<file path="config.mk">
export PLATFORM = sky130hd
export DESIGN_NAME = counter_cmd_ctrl
export DESIGN_NICKNAME = d
export VERILOG_FILES = /design/src/rtl/counter_cmd_ctrl.sv
export SDC_FILE = /design/constraint.sdc
export NUM_CORES = 1
export LEC_CHECK = 0
export CAP_MARGIN = 25
export CORE_ASPECT_RATIO = 0.5
export CORE_UTILIZATION = 49
export CTS_BUF_LIST = sky130_fd_sc_hd__clkbuf_16
export DETAILED_ROUTE_END_ITERATION = 10
export PLACE_DENSITY = 0.82
export SYNTH_ARGS = -nofsm -noshare
export SYNTH_HDL_FRONTEND = slang
export SYNTH_SLANG_ARGS = --single-unit
</file>
<file path="constraint.sdc">
create_clock -name clk -period 2.2 [get_ports clk]
set_input_delay 0.55 -clock clk [delete_from_list [all_inputs] [get_ports clk]]
set_output_delay 0.55 -clock clk [all_outputs]
set_load 0.03 [all_outputs]
</file>
<file path="src/rtl/counter_cmd_ctrl.sv">
// ============================================================================
// Module      : counter_cmd_ctrl
// Description : Command sequencer that drives an up/down counter's control
//               pins from LOAD / COUNT_UP / COUNT_DOWN / HOLD host commands.
// Revision    : 1.0 - initial release
// ============================================================================
`default_nettype none

module counter_cmd_ctrl #(
    parameter int WIDTH  = 4,
    parameter int STEP_W = 8
) (
    input  logic              clk,
    input  logic              rst_n,
    input  logic              cmd_valid,
    output logic              cmd_ready,
    input  logic [1:0]        cmd_op,
    input  logic [STEP_W-1:0] cmd_arg,
    input  logic              cmd_stop_lim,
    output logic              load_n,
    output logic              ce,
    output logic              up_down,
    output logic [WIDTH-1:0]  data_load,
    input  logic [WIDTH-1:0]  count_out,
    input  logic              zero,
    input  logic              max_count,
    output logic              busy,
    output logic              done,
    output logic              hit_limit,
    output logic [STEP_W-1:0] steps_done
);

    localparam logic [1:0] c_OP_LOAD = 2'b00;
    localparam logic [1:0] c_OP_UP   = 2'b01;
    localparam logic [1:0] c_OP_DOWN = 2'b10;
    localparam logic [1:0] c_OP_HOLD = 2'b11;

    localparam logic [1:0] c_S_IDLE = 2'd0;
    localparam logic [1:0] c_S_LOAD = 2'd1;
    localparam logic [1:0] c_S_RUN  = 2'd2;
    localparam logic [1:0] c_S_DONE = 2'd3;

    localparam logic [STEP_W-1:0] c_ONE = STEP_W'(1);

    logic [1:0]        r_state;
    logic [1:0]        w_state_nxt;
    logic              r_up_down;
    logic              r_stop_lim;
    logic              r_hit;
    logic [WIDTH-1:0]  r_data_load;
    logic [STEP_W-1:0] r_remaining;
    logic [STEP_W-1:0] r_steps;
    logic              w_accept;
    logic              w_limit;
    logic              w_unused;

    // The counter value itself is not needed; limits arrive as zero/max_count.
    assign w_unused = ^count_out;

    assign w_accept = cmd_valid && cmd_ready;
    assign w_limit  = r_stop_lim && (r_up_down ? max_count : zero);

    always_comb begin
        w_state_nxt = r_state;
        case (r_state)
            c_S_IDLE: begin
                if (w_accept) begin
                    if (cmd_op == c_OP_LOAD) begin
                        w_state_nxt = c_S_LOAD;
                    end else if ((cmd_op == c_OP_HOLD) || (cmd_arg == '0)) begin
                        w_state_nxt = c_S_DONE;
                    end else begin
                        w_state_nxt = c_S_RUN;
                    end
                end
            end
            c_S_LOAD: w_state_nxt = c_S_DONE;
            c_S_RUN: begin
                if (w_limit || (r_remaining == c_ONE)) begin
                    w_state_nxt = c_S_DONE;
                end
            end
            c_S_DONE: w_state_nxt = c_S_IDLE;
            default:  w_state_nxt = c_S_IDLE;
        endcase
    end

    always_ff @(posedge clk) begin
        if (!rst_n) begin
            r_state     <= c_S_IDLE;
            r_up_down   <= 1'b0;
            r_stop_lim  <= 1'b0;
            r_hit       <= 1'b0;
            r_data_load <= '0;
            r_remaining <= '0;
            r_steps     <= '0;
        end else begin
            r_state <= w_state_nxt;
            case (r_state)
                c_S_IDLE: begin
                    if (w_accept) begin
                        r_steps     <= '0;
                        r_hit       <= 1'b0;
                        r_remaining <= cmd_arg;
                        r_stop_lim  <= cmd_stop_lim;
                        if (cmd_op == c_OP_LOAD) begin
                            r_data_load <= cmd_arg[WIDTH-1:0];
                        end
                        // Direction only changes on a count command; it holds otherwise.
                        if (cmd_op == c_OP_UP) begin
                            r_up_down <= 1'b1;
                        end else if (cmd_op == c_OP_DOWN) begin
                            r_up_down <= 1'b0;
                        end
                    end
                end
                c_S_RUN: begin
                    if (w_limit) begin
                        r_hit <= 1'b1;
                    end else begin
                        r_steps     <= r_steps + c_ONE;
                        r_remaining <= r_remaining - c_ONE;
                    end
                end
                default: begin
                end
            endcase
        end
    end

    // Pins are gated by rst_n so a reset mid-command silences the counter at once.
    assign cmd_ready  = rst_n && (r_state == c_S_IDLE);
    assign load_n     = !(rst_n && (r_state == c_S_LOAD));
    assign ce         = rst_n && (r_state == c_S_RUN) && !w_limit;
    assign up_down    = r_up_down;
    assign data_load  = r_data_load;
    assign busy       = (r_state != c_S_IDLE);
    assign done       = (r_state == c_S_DONE);
    assign hit_limit  = done && r_hit;
    assign steps_done = r_steps;

endmodule

`default_nettype wire

</file>
==> flow_metrics.tcl <==
set metrics [dict create \
    status "finished, final reports clean" \
    yosys-top-cells-count "dfxtp_1 (25), nand2_1 (23), ha_1 (11), inv_1 (11)" \
    n_antenna_cell 0 \
    clockRootBuffer "clkbuf_16" \
    hold_class "flip-flop to flip-flop" \
    clk_pin_slew_ps 70 \
    design_area_sq_um 2111 \
    reg2reg_from "r_state[0]" \
    min_period_ps 2162 \
    row_count 13 \
    power_density_nw_per_um2 1010 \
    drt_first_pass_iters 4 \
    vias 1518 \
    cts_htree_levels 1 \
    synth_flop_cell "dfxtp_1" \
    hold_end "r_hit" \
    synth_edf_count 0 \
    hold_depth 2 \
    finalHoldViolations 0 \
    cts_sinks 25 \
    nets 265 \
    vias_per_cell 5.622 \
    syn_inst 186 \
    drtAntennaViolNets 0 \
    synth_top_area_share_pct 32.26 \
    critPathKind "input pin to output port" \
    synth_top_area_cell "dfxtp_1" \
    num_io_pins 39 \
    tightest_slew_ps 611.0 \
    max_freq_mhz 462.5 \
    gp_congestion 0.8345 \
    synthMostInstantiatedCell "dfxtp_1" \
    netlist_top_cells_area "dfxtp_1 (32%), ha_1 (8.9%), mux2i_1 (6.5%)" \
    min_period_over_period_pct 98.28 \
    grt_first_pass_wirelength_mm 6.603 \
    cts.path.max_buffers 2 \
    worstPathRequired_ps 1650 \
    grtUsageMet3_pct 6.813 \
    drcViolationCount 0 \
    area.growth.synth_to_final_pct 36.05 \
    slowest_stage "clkdlybuf4s50_1" \
    cts_buffers 3 \
    use_met1_pct 35.29 \
    fp.dieH_um 41.79 \
    cts_setup_buffers 0 \
    min_from "r_hit" \
    avgSynthCellArea_sq_um 8.341 \
    synth_cell_types 45 \
    die-area_sq_um 3409 \
    worstPathArrival_ps 1610 \
    wl_mm 3.867 \
    async_flop_share_pct 0 \
    drtIter0Drc 88 \
    crit_path_end_kind "output port" \
    cts_tree "done" \
    rsz0062_at_grt "no" \
    antenna_found_initial 0 \
    syn_nets 217 \
    grt_max_degree 26 \
    slew_headroom_pct 58.95 \
    drive_gt1_share_pct 13.73 \
    clock_skew_ps 7.273 \
    wire_per_inst_um 14.32 \
    initial_core_util_pct 55.46 \
    place_hpwl_mm 2.944 \
    grt.busiest_layer "met2" \
    hold_slack_ps 437.0 \
    finalSetupTns_ps 0 \
    core_area_sq_um 2798 \
    r2r_slack_ps 220 \
    finalMaxSlewViolations 0 \
    dpl-instance-area_sq_um 2017 \
    netlist_area_sq_um 1551 \
    leakage_nw 0.8816 \
    synth_seq_area_share_pct 32.26 \
    die_x_um 81.58 \
    vdd_drop_max_mv 0.5991 \
    crit_chain "clkdlybuf4s50_1 -> mux2i_4 -> nand2b_4 -> and3_1 -> buf_4" \
    slowest_delay_ps 500 \
    io_buffers 34 \
    clock_latency_ps 260 \
    grtUsageMet2_pct 39.17 \
    reg2reg_to "r_remaining[3]" \
    rr_worst_depth 8 \
    startpoint_type "input pin" \
    fin_util_pct 75.45 \
    first_global_vias 1406 \
    cp_max_fo 2 \
    synth_seq_cells 25 \
    cap_violations 0 \
    grt_overflow 0 \
    cts_hold_buf 0 \
    yosysWarnings 0 \
    setup_viol 0 \
    globalRouteTotalUtil_pct 25.42 \
]
## cell usage in the layout, fill, tap and decap left out, types with 2 or more instances in the layout
cell and n:
dfxtp_1 25, nor2b_1 8, or4_1 4, o22ai_1 2, nand3_1 6, clkdlybuf4s50_1 28, mux2i_1 10, o21ai_0 7
a31oi_1 4, or3_1 2, a21oi_1 8, inv_1 11, nand3b_1 2, nor4_1 2, nor2_1 10, o211ai_1 6
nand2b_1 2, clkbuf_16 3, and3_1 5, a21boi_0 5, ha_1 11, nand2_1 23, o21a_1 2, buf_4 20
dlymetal6s2s_1 2, nand4_1 2, nor3_1 2
## kinds of logic (layout without fill, tap and decap cells)
kind of cell	Yosys count	after routing	share of synthesized area, %
XOR/XNOR	1	1	0.5646
adder cells (fa/ha/maj)	11	11	8.871
multiplexers	12	12	8.629
buffers and inverters	19	66	5.323
AO/OA/AOI/OAI	45	45	20.08
AND/OR/NAND/NOR	73	73	24.27
flip-flops	25	25	32.26
## flip-flops by register name, indices dropped and copies added, names as in the netlist
register     flops
r_remaining      8
data_load        4
r_stop_lim       1
steps_done       8
r_state          2
r_hit            1
up_down          1
## critical path: cells and delay by family
kind / cells / cell delay [ps]
AND/OR/NAND/NOR: 2 / 330
buffers and inverters: 2 / 660
multiplexers: 1 / 80
## layer usage
| layer | share of wire (%) | routed length, um | vias up |
|---|---|---|---|
| met5 | 0 | 0 | - |
| met4 | 0.36 | 14 | 0 |
| li1 | - | - | 765 |
| met3 | 6.3 | 243 | 2 |
| met2 | 46 | 1763 | 41 |
| met1 | 48 | 1846 | 710 |
## cell type report
type                            count  area (sq um)
Fill cell                         208         686.9
Inverter                           11         41.29
Sequential cell                    25         500.5
Clock buffer                        3         75.07
Tap cell                           37         46.29
Clock inverter                      1         7.507
Multi-Input combinational cell    142         975.9
Timing Repair Buffer               51         464.2
## through the flow
| step | total power, mW | instances | worst slack [ps] |
|---|---|---|---|
| global placement | 1.673 | 266 | 29.16 |
| detailed placement | 1.711 | 266 | 9.439 |
| CTS | 2.125 | 270 | 8.372 |
| floorplan | 1.338 | 186 | 28.43 |
| finish | 2.132 | 270 | 37.87 |
| global route | 2.294 | 270 | 7.742 |
## repair_timing
item | CTS | global route
gates resized for setup | 1 | 3
endpoints found under the hold margin | 0 | 0
gates cloned | 0 | 0
endpoints found under the setup margin | 1 | 2
## power by group
group | internal (mW) | switching, mW
registers | 0.528 | 0.0691
clock network | 0.247 | 0.167
logic | 0.469 | 0.651
## worst max-delay path by stage
stage / start / end / slack, ps / cells after the start
2_1_floorplan: r_state[0] / ce / 30 / 6
3_3_place_gp: max_count / ce / 30 / 5
3_5_place_dp: zero / ce / 9 / 5
4_1_cts: max_count / ce / 8 / 5
5_1_grt: max_count / ce / 8 / 5
6_report: max_count / ce / 40 / 5
Power figures use the tool's default switching activity.
